==> config.mk <==
export PLATFORM = sky130hd
export DESIGN_NAME = mmio_gpio
export DESIGN_NICKNAME = d
export VERILOG_FILES = /design/src/rtl/mmio_gpio_pkg.sv /design/src/rtl/gpio_port_edge.sv /design/src/rtl/mmio_gpio.sv
export SDC_FILE = /design/constraint.sdc
export NUM_CORES = 1
export LEC_CHECK = 0
export BUFFER_PORTS_ARGS = -buffer_cell sky130_fd_sc_hd__buf_4
export CAP_MARGIN = 0
export CORE_UTILIZATION = 34
export DETAILED_ROUTE_END_ITERATION = 12
export PLACE_DENSITY = 0.52
export SLEW_MARGIN = 20
export SYNTH_ARGS = -nofsm -noshare
export SYNTH_HDL_FRONTEND = slang
export SYNTH_SLANG_ARGS = --single-unit
==> constraint.sdc <==
create_clock -name hwclk -period 1.4 [get_ports hwclk]
set_input_delay 0.28 -clock hwclk [delete_from_list [all_inputs] [get_ports hwclk]]
set_output_delay 0.28 -clock hwclk [all_outputs]
set_load 0.1 [all_outputs]
==> src/rtl/mmio_gpio_pkg.sv <==
// rtl/mmio_gpio_pkg.sv - shared constants for the mmio_gpio peripheral
package mmio_gpio_pkg;

  localparam int PORT_W    = 8;
  localparam int MAX_PORTS = 4;

  localparam logic [2:0] REG_OUT     = 3'd0;
  localparam logic [2:0] REG_DIR     = 3'd1;
  localparam logic [2:0] REG_IN      = 3'd2;
  localparam logic [2:0] REG_IEN     = 3'd3;
  localparam logic [2:0] REG_EDGE    = 3'd4;
  localparam logic [2:0] REG_FLAGS   = 3'd5;
  localparam logic [2:0] REG_OUT_SET = 3'd6;
  localparam logic [2:0] REG_OUT_CLR = 3'd7;

endpackage

==> src/rtl/gpio_port_edge.sv <==
// rtl/gpio_port_edge.sv - per-port pin synchroniser and edge event detector
module gpio_port_edge
  import mmio_gpio_pkg::*;
#(
  parameter int SYNC_STAGES = 2
) (
  input  logic              hwclk,
  input  logic              reset_n,
  input  logic [PORT_W-1:0] pins,
  input  logic [PORT_W-1:0] dir,
  input  logic [PORT_W-1:0] edge_sel,
  input  logic              arm,
  output logic [PORT_W-1:0] sync_val,
  output logic [PORT_W-1:0] events
);

  logic [PORT_W-1:0] sync_q [SYNC_STAGES];
  logic [PORT_W-1:0] prev_q;
  logic [PORT_W-1:0] rise;
  logic [PORT_W-1:0] fall;

  always_ff @(posedge hwclk) begin
    if (!reset_n) begin
      for (int i = 0; i < SYNC_STAGES; i++) sync_q[i] <= '0;
      prev_q <= '0;
    end else begin
      sync_q[0] <= pins;
      for (int i = 1; i < SYNC_STAGES; i++) sync_q[i] <= sync_q[i-1];
      prev_q <= sync_q[SYNC_STAGES-1];
    end
  end

  assign sync_val = sync_q[SYNC_STAGES-1];
  assign rise     = sync_val & ~prev_q;
  assign fall     = ~sync_val & prev_q;

  // Output-direction bits never flag, and nothing flags until the chain has settled
  assign events = arm ? (~dir & ((edge_sel & rise) | (~edge_sel & fall))) : '0;

endmodule

==> src/rtl/mmio_gpio.sv <==
// rtl/mmio_gpio.sv - memory-mapped GPIO: register file, read mux and IRQ reduction
module mmio_gpio
  import mmio_gpio_pkg::*;
#(
  parameter int NPORTS      = 2,
  parameter int SYNC_STAGES = 2
) (
  input  logic                     hwclk,
  input  logic                     reset_n,
  input  logic                     cs,
  input  logic [4:0]               addr,
  input  logic                     rw,
  input  logic [7:0]               idata,
  output logic [7:0]               odata,
  output logic                     irq_n,
  input  logic [PORT_W*NPORTS-1:0] gpio_in,
  output logic [PORT_W*NPORTS-1:0] gpio_out,
  output logic [PORT_W*NPORTS-1:0] gpio_oe
);

  localparam int ARM_CYCLES = SYNC_STAGES + 1;
  localparam int ARM_W      = $clog2(ARM_CYCLES + 1);

  logic [NPORTS-1:0][PORT_W-1:0] out_all, dir_all, in_all, ien_all, edge_all, flags_all;
  logic [ARM_W-1:0] arm_cnt;
  logic             arm;
  logic             wr_en;
  logic [7:0]       rdata;

  assign wr_en = cs && !rw;
  assign arm   = (arm_cnt == ARM_W'(ARM_CYCLES));

  always_ff @(posedge hwclk) begin
    if (!reset_n) arm_cnt <= '0;
    else if (!arm) arm_cnt <= arm_cnt + 1'b1;
  end

  for (genvar p = 0; p < NPORTS; p++) begin : g_port
    logic [PORT_W-1:0] out_q, dir_q, ien_q, edge_q, flags_q;
    logic [PORT_W-1:0] events;
    logic [PORT_W-1:0] clr;
    logic              hit;

    assign hit = wr_en && (addr[4:3] == 2'(p));
    assign clr = (hit && addr[2:0] == REG_FLAGS) ? idata : '0;

    gpio_port_edge #(.SYNC_STAGES(SYNC_STAGES)) u_edge (
      .hwclk    (hwclk),
      .reset_n  (reset_n),
      .pins     (gpio_in[p*PORT_W +: PORT_W]),
      .dir      (dir_q),
      .edge_sel (edge_q),
      .arm      (arm),
      .sync_val (in_all[p]),
      .events   (events)
    );

    always_ff @(posedge hwclk) begin
      if (!reset_n) begin
        out_q   <= '0;
        dir_q   <= '0;
        ien_q   <= '0;
        edge_q  <= '0;
        flags_q <= '0;
      end else begin
        if (hit) begin
          case (addr[2:0])
            REG_OUT:     out_q  <= idata;
            REG_DIR:     dir_q  <= idata;
            REG_IEN:     ien_q  <= idata;
            REG_EDGE:    edge_q <= idata;
            REG_OUT_SET: out_q  <= out_q | idata;
            REG_OUT_CLR: out_q  <= out_q & ~idata;
            default:     ;
          endcase
        end
        // A new event in the same cycle as a W1C keeps the flag set
        flags_q <= (flags_q & ~clr) | events;
      end
    end

    assign out_all[p]   = out_q;
    assign dir_all[p]   = dir_q;
    assign ien_all[p]   = ien_q;
    assign edge_all[p]  = edge_q;
    assign flags_all[p] = flags_q;
  end

  always_comb begin
    rdata = '0;
    for (int p = 0; p < NPORTS; p++) begin
      if (addr[4:3] == 2'(p)) begin
        case (addr[2:0])
          REG_OUT:   rdata = out_all[p];
          REG_DIR:   rdata = dir_all[p];
          REG_IN:    rdata = in_all[p];
          REG_IEN:   rdata = ien_all[p];
          REG_EDGE:  rdata = edge_all[p];
          REG_FLAGS: rdata = flags_all[p];
          default:   rdata = '0;
        endcase
      end
    end
  end

  always_ff @(posedge hwclk) begin
    if (!reset_n) begin
      odata <= '0;
      irq_n <= 1'b1;
    end else begin
      odata <= (cs && rw) ? rdata : '0;
      irq_n <= ~|(flags_all & ien_all);
    end
  end

  assign gpio_out = out_all;
  assign gpio_oe  = dir_all;

endmodule
-- Word level (Yosys, flattened, before mapping)
Memories as Yosys holds them, arrays and structs flattened.
Cells that the tools add are included.
- word-level logic and storage cells: 100
- flip-flop bits (word level): 107
- bits in writable memories: 32
- memories: 2
- bits of input ports: 33
- bitwise gates (word level): 36
- reduce and logical (&&, ||, !) cells: 21
- $add $sub $neg: 1
- mux-type cells: 16
- equal/unequal tests: 9
- memory list (name ; words ; width ; rd ports ; clocked after memory_dff ; write ports ; RTL line ; source):
    g_port[0].u_edge.sync_q ; 2 ; 8 ; 2 ; 0 ; 2 ; gpio_port_edge.sv:17 ; logic [PORT_W-1:0] sync_q [SYNC_STAGES];
    g_port[1].u_edge.sync_q ; 2 ; 8 ; 2 ; 0 ; 2 ; gpio_port_edge.sv:17 ;
- operator list (operator ; number):
    8-bit AND ; 14
    8-bit case mux with 6 select lines ; 2
    8-bit inverter ; 11
    8-bit 2-to-1 mux ; 10
    8-bit bitwise OR ; 6
    8-bit case mux with 3 select lines ; 2
    2-bit AND reduction ; 9
    16-bit AND ; 1
    16-bit OR reduction ; 1
    3-bit equality test, second input constant ; 4
    3-bit by 2-bit equality test with 1-bit output, second input constant ; 2
    1-bit logical AND ; 6
    1-bit bitwise OR ; 4
    3-bit by 1-bit equality test with 1-bit output, second input constant ; 1
    3-bit zero test ; 1
    3-bit nonzero test ; 1
    2-bit by 1-bit adder with 2-bit output, second input constant ; 1
    2-bit by 1-bit equality test with 1-bit output, second input constant ; 1
    2-bit equality test, second input constant ; 1
    1-bit zero test ; 2
    2-bit zero test ; 1
    1-bit 2-to-1 mux ; 2

-- Depth between registers and ports, before layout
Gate-level depths: netlist of run 1.
- depth in word-level cells: 8
- mapped depth: 7

-- By module
Synthesis of run 1 repeated with hierarchy kept, for this count alone.
- cell total of the unflattened synthesis: 659
- area total of the unflattened synthesis: 6164.7 um^2
- by module, submodules not included (module ; sequential area each (um^2) ; area each (um^2) ; cells an instance ; times used):
    mmio_gpio ; 1821.7 ; 4255.3 ; 479 ; 1
    gpio_port_edge ; 480.5 ; 954.7 ; 90 ; 2

-- Least setup slack after synthesis of run 1
OpenSTA, ideal clock, no wires.
- path type: reg-to-reg
- from: register g_port[0].dir_q[6]
- to: register odata[6]
- path buffers: 0
- period minus slack after synthesis: 1.733 ns
- arrival time: 1.658 ns
- setup slack: -0.333 ns
- stages on the path, launching flop included: 5
- cells stage by stage: dfxtp_1 > mux2i_1 > mux2_2 > o22a_1 > o22ai_1
- cells in the longest elaborated chain, start to end: 3
- RTL lines (element ; RTL line ; source):
    start, declared ; mmio_gpio.sv:39 ; logic [PORT_W-1:0] out_q, dir_q, ien_q, edge_q, flags_q;
    start signal, assigned ; mmio_gpio.sv:69 ; REG_DIR: dir_q <= idata;
    8-bit case mux with 6 select lines ; mmio_gpio.sv:93 ; case (addr[2:0])
    8-bit 2-to-1 mux (2 in series) ; mmio_gpio.sv:92 ; if (addr[4:3] == 2'(p)) begin
    end signal, assigned ; mmio_gpio.sv:111 ; odata <= (cs && rw) ? rdata : '0;
    end, declared ; mmio_gpio.sv:14 ; output logic [7:0] odata,
No other way between the ends.
A chain may end at the register's enable or synchronous reset.

-- Worst setup path after layout of run 1
- from: register g_port[0].out_q[4]
- to: output gpio_out[4]
- RTL lines (element ; RTL line ; source):
    start, declared ; mmio_gpio.sv:39 ;
    start signal, assigned ; mmio_gpio.sv:68 ; REG_OUT: out_q <= idata;
    start signal, assigned ; mmio_gpio.sv:72 ; REG_OUT_SET: out_q <= out_q | idata;
    start signal, assigned ; mmio_gpio.sv:73 ; REG_OUT_CLR: out_q <= out_q & ~idata;
    end, declared ; mmio_gpio.sv:17 ; output logic [PORT_W*NPORTS-1:0] gpio_out,
No word-level cell between the ends.

==> results.tsv, run 1 <==
metric	value	unit
status	complete, no violations	
maxSlewHeadroom	0.631	
end_kind	output port	
clock_sinks	139	
ios	74	
drt-total-wl	18.2	mm
synth_cell_type_count	46	
netlist.area_leader.share	0.459	
core-area	0.0174	mm^2
synthTopCellsByArea	dfxtp_1 46%, mux2i_1 10%, and2_1 5.2%, nor2b_1 3.8%, o22ai_1 3.4%	
h-tree-depth	4	
vias	4991	
fillers	1651	
grt_overflow	0	
multi_input_area	0.00302	mm^2
cp.required	1120	ps
initial_core_util	0.349	
rows	48	
clockBufferDepth	2	
critical-path-top-delay-family	flip-flops	
yosysSeqAreaShare	0.459	
hold_class	in -> reg	
synth_edf_count	0	
die_y	136	um
syn_nets	664	
final_cell_area	0.00782	mm^2
placed_area	0.00715	mm^2
ir_drop	866	uV
drc	0	
finalSetupViolCount	0	
synth_top_cell_by_area	dfxtp_1	
tightest_slew	554	ps
fin_ws	23.4	ps
fin_crit_sh	0.983	
yosys-top-cells-count	139 x dfxtp_1, 61 x mux2i_1, 50 x and2_1	
rsz0062_at_grt	false	
start_kind	flop	
critPathArrivalTime	1100	ps
ys_warn_count	0	
path_cells	buf_8	
p_leak	3.05	nW
worstSetupPathType	reg -> out	
powerDensity	1180	mW/mm^2
place_ws	-212	ps
place_congestion	0.836	
cp_slowest_cell	dfxtp_2	
antenna_cells	0	
max_cap_violations	0	
cts_root_buffer	clkbuf_16	
synth-seq-cells	139	
grt_max_degree	140	
tritoncts	done	
global_route.usage.met2	0.333	
drtIter0Drc	361	
ant_nets	0	
wire_per_inst	18.9	um
cpPeakStageDelay	430	ps
antenna_found_initial	0	
period_needed	1380	ps
met3_usage	0.0513	
grt_util_met1	0.261	
synth.avg_cell_area	9.62	um^2
grt_pass1_wl	28.1	mm
numPortBuffers	73	
path_buf_inv	1	
synth_area	0.00606	mm^2
post-dp-hpwl	13.0	mm
hold_violations	0	
cts_inserted_buffers	17	
path_max_fanout	3	
via_per_inst	5.20	
busiest_layer	met2	
path_clk_slew	60	ps
grt_pass1_vias	5017	
drv_slew	0	
async_flop_share	0	
yosysMostFrequentCell	dfxtp_1	
layout.nets	757	
die_w	136	um
max_freq	726	MHz
die-area	0.0184	mm^2
syn_to_final_growth	29.0	%
regArea	0.00282	mm^2
post_cts_buffers	0	
synth_flop_cell	dfxtp_1	
first_pass_iters	5	
fin_worst_skew	6.76	ps
postSynthCellCount	630	
grt_usage	0.209	
clk_latency	430	ps
drive_above_1_share	0.283	
[stage by stage]
| step | utilization | total power (W) | hold slack [ps] | TNS [ps] | std cells |
|---|---|---|---|---|---|
| floorplan | - | 0.00458 | 407 | -0.799 | 630 |
| global placement | 0.412 | 0.00486 | 415 | -8340 | 929 |
| detailed placement | 0.412 | 0.00488 | 417 | -9560 | 929 |
| CTS | 0.449 | 0.00932 | 37.8 | 0 | 960 |
| global route | 0.451 | 0.00955 | 46.9 | 0 | 960 |
| finish | 0.451 | 0.00922 | 56.6 | 0 | 960 |
[worst paths after layout]
| check | from | to | slack (ps) | cells after the start |
|---|---|---|---|---|
| worst max-delay path | g_port[0].out_q[4]$_SDFFE_PN0P_ | gpio_out[4] | 20 | 1 |
| worst min-delay path | gpio_in[8] | g_port[1].u_edge.sync_q[0][0]$_SDFF_PN0_ | 60 | 2 |
| worst max register to register | g_port[0].flags_q[5]$_SDFF_PN0_ | irq_n$_SDFF_PN1_ | 130 | 4 |
| worst min register to register | g_port[0].u_edge.sync_q[0][5]$_SDFF_PN0_ | g_port[0].u_edge.sync_q[0][13]$_SDFF_PN0_ | 430 | 1 |
[placed cells by master (no fill, tap or decap), types with 12 or more instances in the layout]
master     instances
dfxtp_1          107
buf_4             92
mux2i_1           61
and2_1            50
nand2_1           42
nor2b_1           36
o22ai_1           33
dfxtp_2           32
a21boi_0          27
o21ai_0           24
nand3_1           21
clkbuf_16         17
o211ai_1          16
nand2b_1          16
buf_6             16
a21oi_1           15
mux2_2            14
nand3b_1          14
nor2_1            12
[power breakdown]
group	switching, W	internal [W]
clock	0.00173	0.00270
sequential	0.0000551	0.00404
combinational	0.000390	0.000308
[layout make-up]
type / count / area share
Inverter: 10 / 0.00480
Timing Repair Buffer: 119 / 0.138
Clock buffer: 21 / 0.0589
Multi-Input combinational cell: 436 / 0.387
Tap cell: 225 / 0.0360
Sequential cell: 139 / 0.361
Clock inverter: 10 / 0.0152
[per-layer routing]
| metal | vias to the layer above | routed length (um) | part of all wire |
|---|---|---|---|
| met4 | 0 | 603 | 0.033 |
| li1 | 2404 | - | - |
| met5 | - | 0 | 0 |
| met3 | 42 | 927 | 0.051 |
| met1 | 2394 | 8300 | 0.46 |
| met2 | 151 | 8360 | 0.46 |
[repair_timing]
action / 4_1_cts / 5_1_grt
setup endpoints to repair: 16 / 6
resized for setup: 20 / 6
hold buffers: 0 / 0
[flip-flops by register name, indices dropped and copies added (netlist names)]
register	flops
g_port.u_edge.prev_q	16
g_port.u_edge.sync_q	32
g_port.flags_q	16
odata	8
g_port.ien_q	16
g_port.edge_q	16
arm_cnt	2
irq_n	1
g_port.dir_q	16
g_port.out_q	16
[cell families (layout without fill, tap and decap cells)]
kind of cell / count (synthesis) / in the layout / synth area share
xor+xnor: 1 / 1 / 0.00144
flops: 139 / 139 / 0.459
compound gates: 149 / 149 / 0.160
buf+inv: 55 / 160 / 0.0435
simple gates: 208 / 208 / 0.200
mux: 77 / 77 / 0.134
fa+ha+maj: 1 / 1 / 0.00206
(Power assumes the default switching activity.)
==> run 2: changes to the inputs <==
--- a/config.mk
+++ b/config.mk
@@ -7,10 +7,12 @@
 export LEC_CHECK = 0
 export BUFFER_PORTS_ARGS = -buffer_cell sky130_fd_sc_hd__buf_4
 export CAP_MARGIN = 0
+export CORE_MARGIN = 4
 export CORE_UTILIZATION = 34
 export DETAILED_ROUTE_END_ITERATION = 12
 export PLACE_DENSITY = 0.52
 export SLEW_MARGIN = 20
 export SYNTH_ARGS = -nofsm -noshare
 export SYNTH_HDL_FRONTEND = slang
+export SYNTH_HIERARCHICAL = 1
 export SYNTH_SLANG_ARGS = --single-unit
==> results.tsv, run 2 <==
metric	value	unit	change
worst_hold_slack	63.5	ps	+6.96 ps
final_cell_mix	120 x buf_4, 104 x dfxtp_1, 62 x o21ai_0		
place_ws	-231	ps	-18.6 ps
place_congestion	0.866		+3.5%
synth.avg_cell_area	9.35	um^2	-2.8%
hold_buffers	0		unchanged
wire_per_inst	18.7	um	-1.2%
numPortBuffers	73		unchanged
fin_ws	38.1	ps	+14.7 ps
antenna_cells	0		unchanged
fin_worst_skew	8.03	ps	+1.27 ps
post-dp-hpwl	13.8	mm	+5.8%
ir_drop	893	uV	+3.1%
drt-total-wl	18.5	mm	+1.9%
max_cap_violations	0		unchanged
path_cells	buf_4		
postSynthCellCount	659		+4.6%
grt_max_degree	58		-59%
netlist.area_leader.share	0.451		-0.00754
hold_violations	0		unchanged
synth_flop_cell	dfxtp_1		
clock_sinks	139		unchanged
ant_nets	0		unchanged
rsz0062_at_grt	true		
drc	0		unchanged
cts_root_buffer	clkbuf_16		
maxSlewHeadroom	0.775		+0.145
p_leak	3.09	nW	+1.5%
syn_nets	693		+4.4%
tightest_slew	336	ps	-218 ps
core-area	0.0175	mm^2	+1.0%
multi_input_area	0.00307	mm^2	+1.4%
fin_crit_sh	0.973		-0.0105
powerDensity	1190	mW/mm^2	+0.73%
syn_to_final_growth	30.3	%	
synth_area	0.00616	mm^2	+1.7%
finalSetupViolCount	0		unchanged
post_cts_buffers	0		unchanged
power.total	0.00954	W	+3.4%
cts_inserted_buffers	17		unchanged
synth_cell_type_count	48		+4.3%
first_pass_iters	5		unchanged
rows	48		unchanged
period_needed	1360	ps	-14.7 ps
initial_core_util	0.352		+0.00219
drive_above_1_share	0.341		+0.0582
vias	5217		+4.5%
largest_reg_flops	32		unchanged
drv_slew	0		unchanged
max_freq	734	MHz	+1.1%
grt_usage	0.185		-0.0233
grt_pass1_vias	5159		+2.8%
yosysSeqAreaShare	0.451		-0.00754
regArea	0.00283	mm^2	+0.13%
grt_overflow	0		unchanged
drtIter0Drc	400		+11%
via_per_inst	5.27		+1.4%
cp_slowest_cell	dfxtp_2		
ys_warn_count	6		+6
tns	0	ps	unchanged
tritoncts	done		
mostFrequentLayoutCell	buf_4		
cpPeakStageDelay	360	ps	-70 ps
regMostFlops	g_port.u_edge/sync_q		
path_clk_slew	60	ps	about the same
worstSetupPathType	reg -> out		
path_max_fanout	4		+1
status	complete, no violations		
end_kind	output port		
ios	74		unchanged
critical-path-top-delay-family	flip-flops		
grt_pass1_wl	28.9	mm	+2.7%
synth_top_cell_by_area	dfxtp_1		
antenna_found_initial	0		unchanged
synthTopCellsByArea	dfxtp_1 45%, mux2i_1 7.3%, o21ai_0 5.4%, and2_1 3.7%, nand3_1 3.2%		
start_kind	flop		
clk_latency	420	ps	about the same
cp.required	1120	ps	about the same
die_y	143	um	+5.2%
critPathArrivalTime	1080	ps	-20 ps
hold_class	in -> reg		
fillers	1704		+3.2%
yosys-top-cells-count	139 x dfxtp_1, 66 x o21ai_0, 45 x mux2i_1		
clockBufferDepth	2		unchanged
path_buf_inv	1		unchanged
die_w	143	um	+5.2%
synth_edf_count	0		unchanged
synth-seq-cells	139		unchanged
yosysMostFrequentCell	dfxtp_1		
async_flop_share	0		unchanged
layout.nets	786		+3.8%
die-area	0.0203	mm^2	+11%
r2r_slack	60	ps	-70 ps
h-tree-depth	4		unchanged
-- run 2: cell count changes in the layout (fill, tap and decap cells not counted), moves of 16 or more --
cell,delta
a21oi_2,+16
o22ai_1,-21
nor2b_1,-19
a21boi_0,-19
o21ai_0,+38
a31oi_1,+16
o211ai_1,-16
or3b_1,+16
nand3_1,+17
mux2i_1,-16
buf_4,+28
-- run 2: what timing repair did --
item,CTS,global route
gates resized for setup,6,14
endpoints found under the setup margin,5,17
pin swaps,1,2
-- run 2: power breakdown --
part           switching (W)  total, W  leakage [nW]  internal [W]
sequential         0.0000527   0.00410          1.15       0.00404
combinational       0.000436  0.000803          1.65      0.000367
clock                0.00171   0.00464         0.299       0.00293
-- run 2: cell type report --
class | count | share of cell area
multi-input cells | 440 | 0.382
flip-flops and latches | 139 | 0.352
repair buffers | 137 | 0.147
clock buffers | 21 | 0.0586
well taps | 225 | 0.0350
clock inverters | 11 | 0.0178
inverters | 17 | 0.00794
-- run 2: cell families (layout without fill, tap and decap cells) --
| group | count (synthesis) | after routing | share of synthesized area |
|---|---|---|---|
| xor+xnor | 1 | 1 | 0.00142 |
| simple gates | 211 | 211 | 0.213 |
| mux | 58 | 58 | 0.0986 |
| flops | 139 | 139 | 0.451 |
| compound gates | 169 | 169 | 0.173 |
| fa+ha+maj | 1 | 1 | 0.00203 |
| buf+inv | 80 | 186 | 0.0609 |
-- run 2: worst paths after layout --
| kind | to | depth (start not counted) | start |
|---|---|---|---|
| worst min register to register | g_port[1].u_edge/sync_q[0][10]$_SDFF_PN0_ | 1 | g_port[1].u_edge/sync_q[0][2]$_SDFF_PN0_ |
| worst min-delay path | g_port[1].u_edge/sync_q[0][6]$_SDFF_PN0_ | 2 | gpio_in[14] |
| worst max register to register | g_port[0].flags_q[7]$_SDFF_PN0_ | 7 | arm_cnt[0]$_SDFFE_PN0N_ |
| worst max-delay path | gpio_oe[14] | 1 | g_port[1].dir_q[6]$_SDFFE_PN0P_ |
-- run 2: routing by layer --
layer	share of wire	wire length [um]	global-route usage	vias up
met5	0	0	0	-
met1	0.44	8180	0.239	2531
li1	-	-	-	2521
met4	0.013	245	0.0625	0
met3	0.050	920	0.0365	19
met2	0.50	9190	0.310	146
-- run 2: stage by stage --
| step | instance area [um^2] | instances | utilization |
|---|---|---|---|
| 2_1_floorplan | 6270 | 659 | - |
| 3_3_place_gp | 7370 | 959 | 0.420 |
| 3_5_place_dp | 7370 | 959 | 0.420 |
| 4_1_cts | 8000 | 991 | 0.456 |
| 5_1_grt | 8030 | 990 | 0.458 |
| 6_report | 8030 | 990 | 0.458 |
==> run 3: changes to the inputs <==
--- a/config.mk
+++ b/config.mk
@@ -7,7 +7,7 @@
 export LEC_CHECK = 0
 export BUFFER_PORTS_ARGS = -buffer_cell sky130_fd_sc_hd__buf_4
 export CAP_MARGIN = 0
-export CORE_MARGIN = 4
+export CORE_MARGIN = 5
 export CORE_UTILIZATION = 34
 export DETAILED_ROUTE_END_ITERATION = 12
 export PLACE_DENSITY = 0.52
==> results.tsv, run 3 (same netlist as run 2, synthesis figures left out) <==
metric	value	unit	change
status	complete, no violations		
cts_inserted_buffers	17		unchanged
ios	74		unchanged
fin_crit_sh	0.975		+0.00220
cts_root_buffer	clkbuf_16		
fin_worst_skew	4.85	ps	-3.18 ps
path_cells	buf_4		
final_cell_mix	114 x buf_4, 105 x dfxtp_1, 64 x o21ai_0		
core-area	0.0179	mm^2	+2.1%
clockBufferDepth	2		unchanged
hold_violations	0		unchanged
post-dp-hpwl	14.1	mm	+1.9%
max_freq	733	MHz	-0.23%
rsz0062_at_grt	false		
cpPeakStageDelay	370	ps	about the same
antenna_found_initial	0		unchanged
die-area	0.0209	mm^2	+2.8%
path_max_fanout	4		unchanged
grt_overflow	0		unchanged
grt_usage	0.186		+0.000832
ir_drop	839	uV	-6.0%
via_per_inst	5.24		-0.56%
max_cap_violations	0		unchanged
regMostFlops	g_port.u_edge/sync_q		
post_cts_buffers	0		unchanged
path_clk_slew	60	ps	about the same
dp.cells	959		unchanged
finalSetupViolCount	0		unchanged
start_kind	flop		
cp.required	1120	ps	about the same
ant_nets	0		unchanged
h-tree-depth	4		unchanged
die_w	145	um	+1.4%
path_buf_inv	1		unchanged
drv_slew	0		unchanged
numPortBuffers	73		unchanged
antenna_cells	0		unchanged
drt-total-wl	19.1	mm	+2.8%
clock_sinks	139		unchanged
period_needed	1360	ps	+3.08 ps
drc	0		unchanged
hold_class	in -> reg		
layout.nets	783		-0.38%
clk_latency	410	ps	about the same
cp_slowest_cell	dfxtp_2		
wire_per_inst	19.2	um	+2.7%
first_pass_iters	7		+2
maxSlewHeadroom	0.646		-0.130
mostFrequentLayoutCell	buf_4		
power.total	0.00979	W	+2.7%
critical-path-top-delay-family	flip-flops		
grt_pass1_vias	5386		+4.4%
drtIter0Drc	333		-17%
worstSetupPathType	reg -> out		
place_congestion	0.826		-4.6%
drive_above_1_share	0.333		-0.00784
grt_max_degree	55		-5.2%
powerDensity	1210	mW/mm^2	+2.1%
grt_pass1_wl	29.8	mm	+3.1%
vias	5193		-0.46%
fin_cells	991		+0.10%
end_kind	output port		
tritoncts	done		
p_leak	3.08	nW	-0.22%
hold_buffers	0		unchanged
die_y	145	um	+1.4%
initial_core_util	0.344		-0.00717
rows	49		+2.1%
syn_to_final_growth	31.0	%	
critPathArrivalTime	1080	ps	about the same
tightest_slew	532	ps	+196 ps
largest_reg_flops	32		unchanged
-- run 3: changes by cell type in the layout (fill, tap and decap cells not counted), sizes merged --
cell    change
buf         -3
bufinv      +1
clkbuf      +1
clkinv      -3
inv         +1
-- run 3: through the flow --
stage	area [um^2]	setup TNS, ps	hold WS [ps]	utilization	setup WS, ps
floorplan	6270	-591	406	-	-73.5
global placement	7380	-9990	412	0.412	-236
detailed placement	7380	-11460	417	0.412	-235
CTS	8030	0	54.1	0.448	0.920
global route	8080	0	56.8	0.451	5.07
finish	8080	0	69.5	0.451	35.0
-- run 3: cell type report --
cell class / count / area [um^2]
clock buffer: 22 / 474
clock inverter: 10 / 163
fill: 1724 / 9830
inverter: 17 / 63.8
multi-input combinational: 440 / 3070
sequential: 139 / 2830
tap: 229 / 287
timing repair buffer: 134 / 1190
-- run 3: layer usage --
| layer | global-route usage | wire length [um] | vias up |
|---|---|---|---|
| met4 | 0.0560 | 316 | 0 |
| met5 | 0 | 0 | - |
| li1 | - | - | 2499 |
| met3 | 0.0411 | 933 | 21 |
| met1 | 0.237 | 8530 | 2523 |
| met2 | 0.316 | 9280 | 150 |
-- run 3: power by group --
part           total (W)  switching (W)  internal (W)
logic           0.000826       0.000445      0.000381
registers        0.00410      0.0000575       0.00404
clock network    0.00487        0.00174       0.00313
-- run 3: path summary, 6_finish.rpt --
path                                                          startpoint                                         to  slack [ps]  cells after the start
worst max register to register                   arm_cnt[1]$_SDFFE_PN0N_            g_port[1].flags_q[0]$_SDFF_PN0_          80                      7
worst min register to register  g_port[0].u_edge/sync_q[0][2]$_SDFF_PN0_  g_port[0].u_edge/sync_q[0][10]$_SDFF_PN0_         430                      1
worst min-delay path                                         gpio_in[15]   g_port[1].u_edge/sync_q[0][7]$_SDFF_PN0_          70                      2
worst max-delay path                     g_port[0].dir_q[7]$_SDFFE_PN0P_                                 gpio_oe[7]          40                      1
-- run 3: what timing repair did --
action                                  CTS  global route
gates resized for setup                   2            14
pin swaps                                 0             1
cloned                                    0             0
endpoints found under the setup margin    2            19
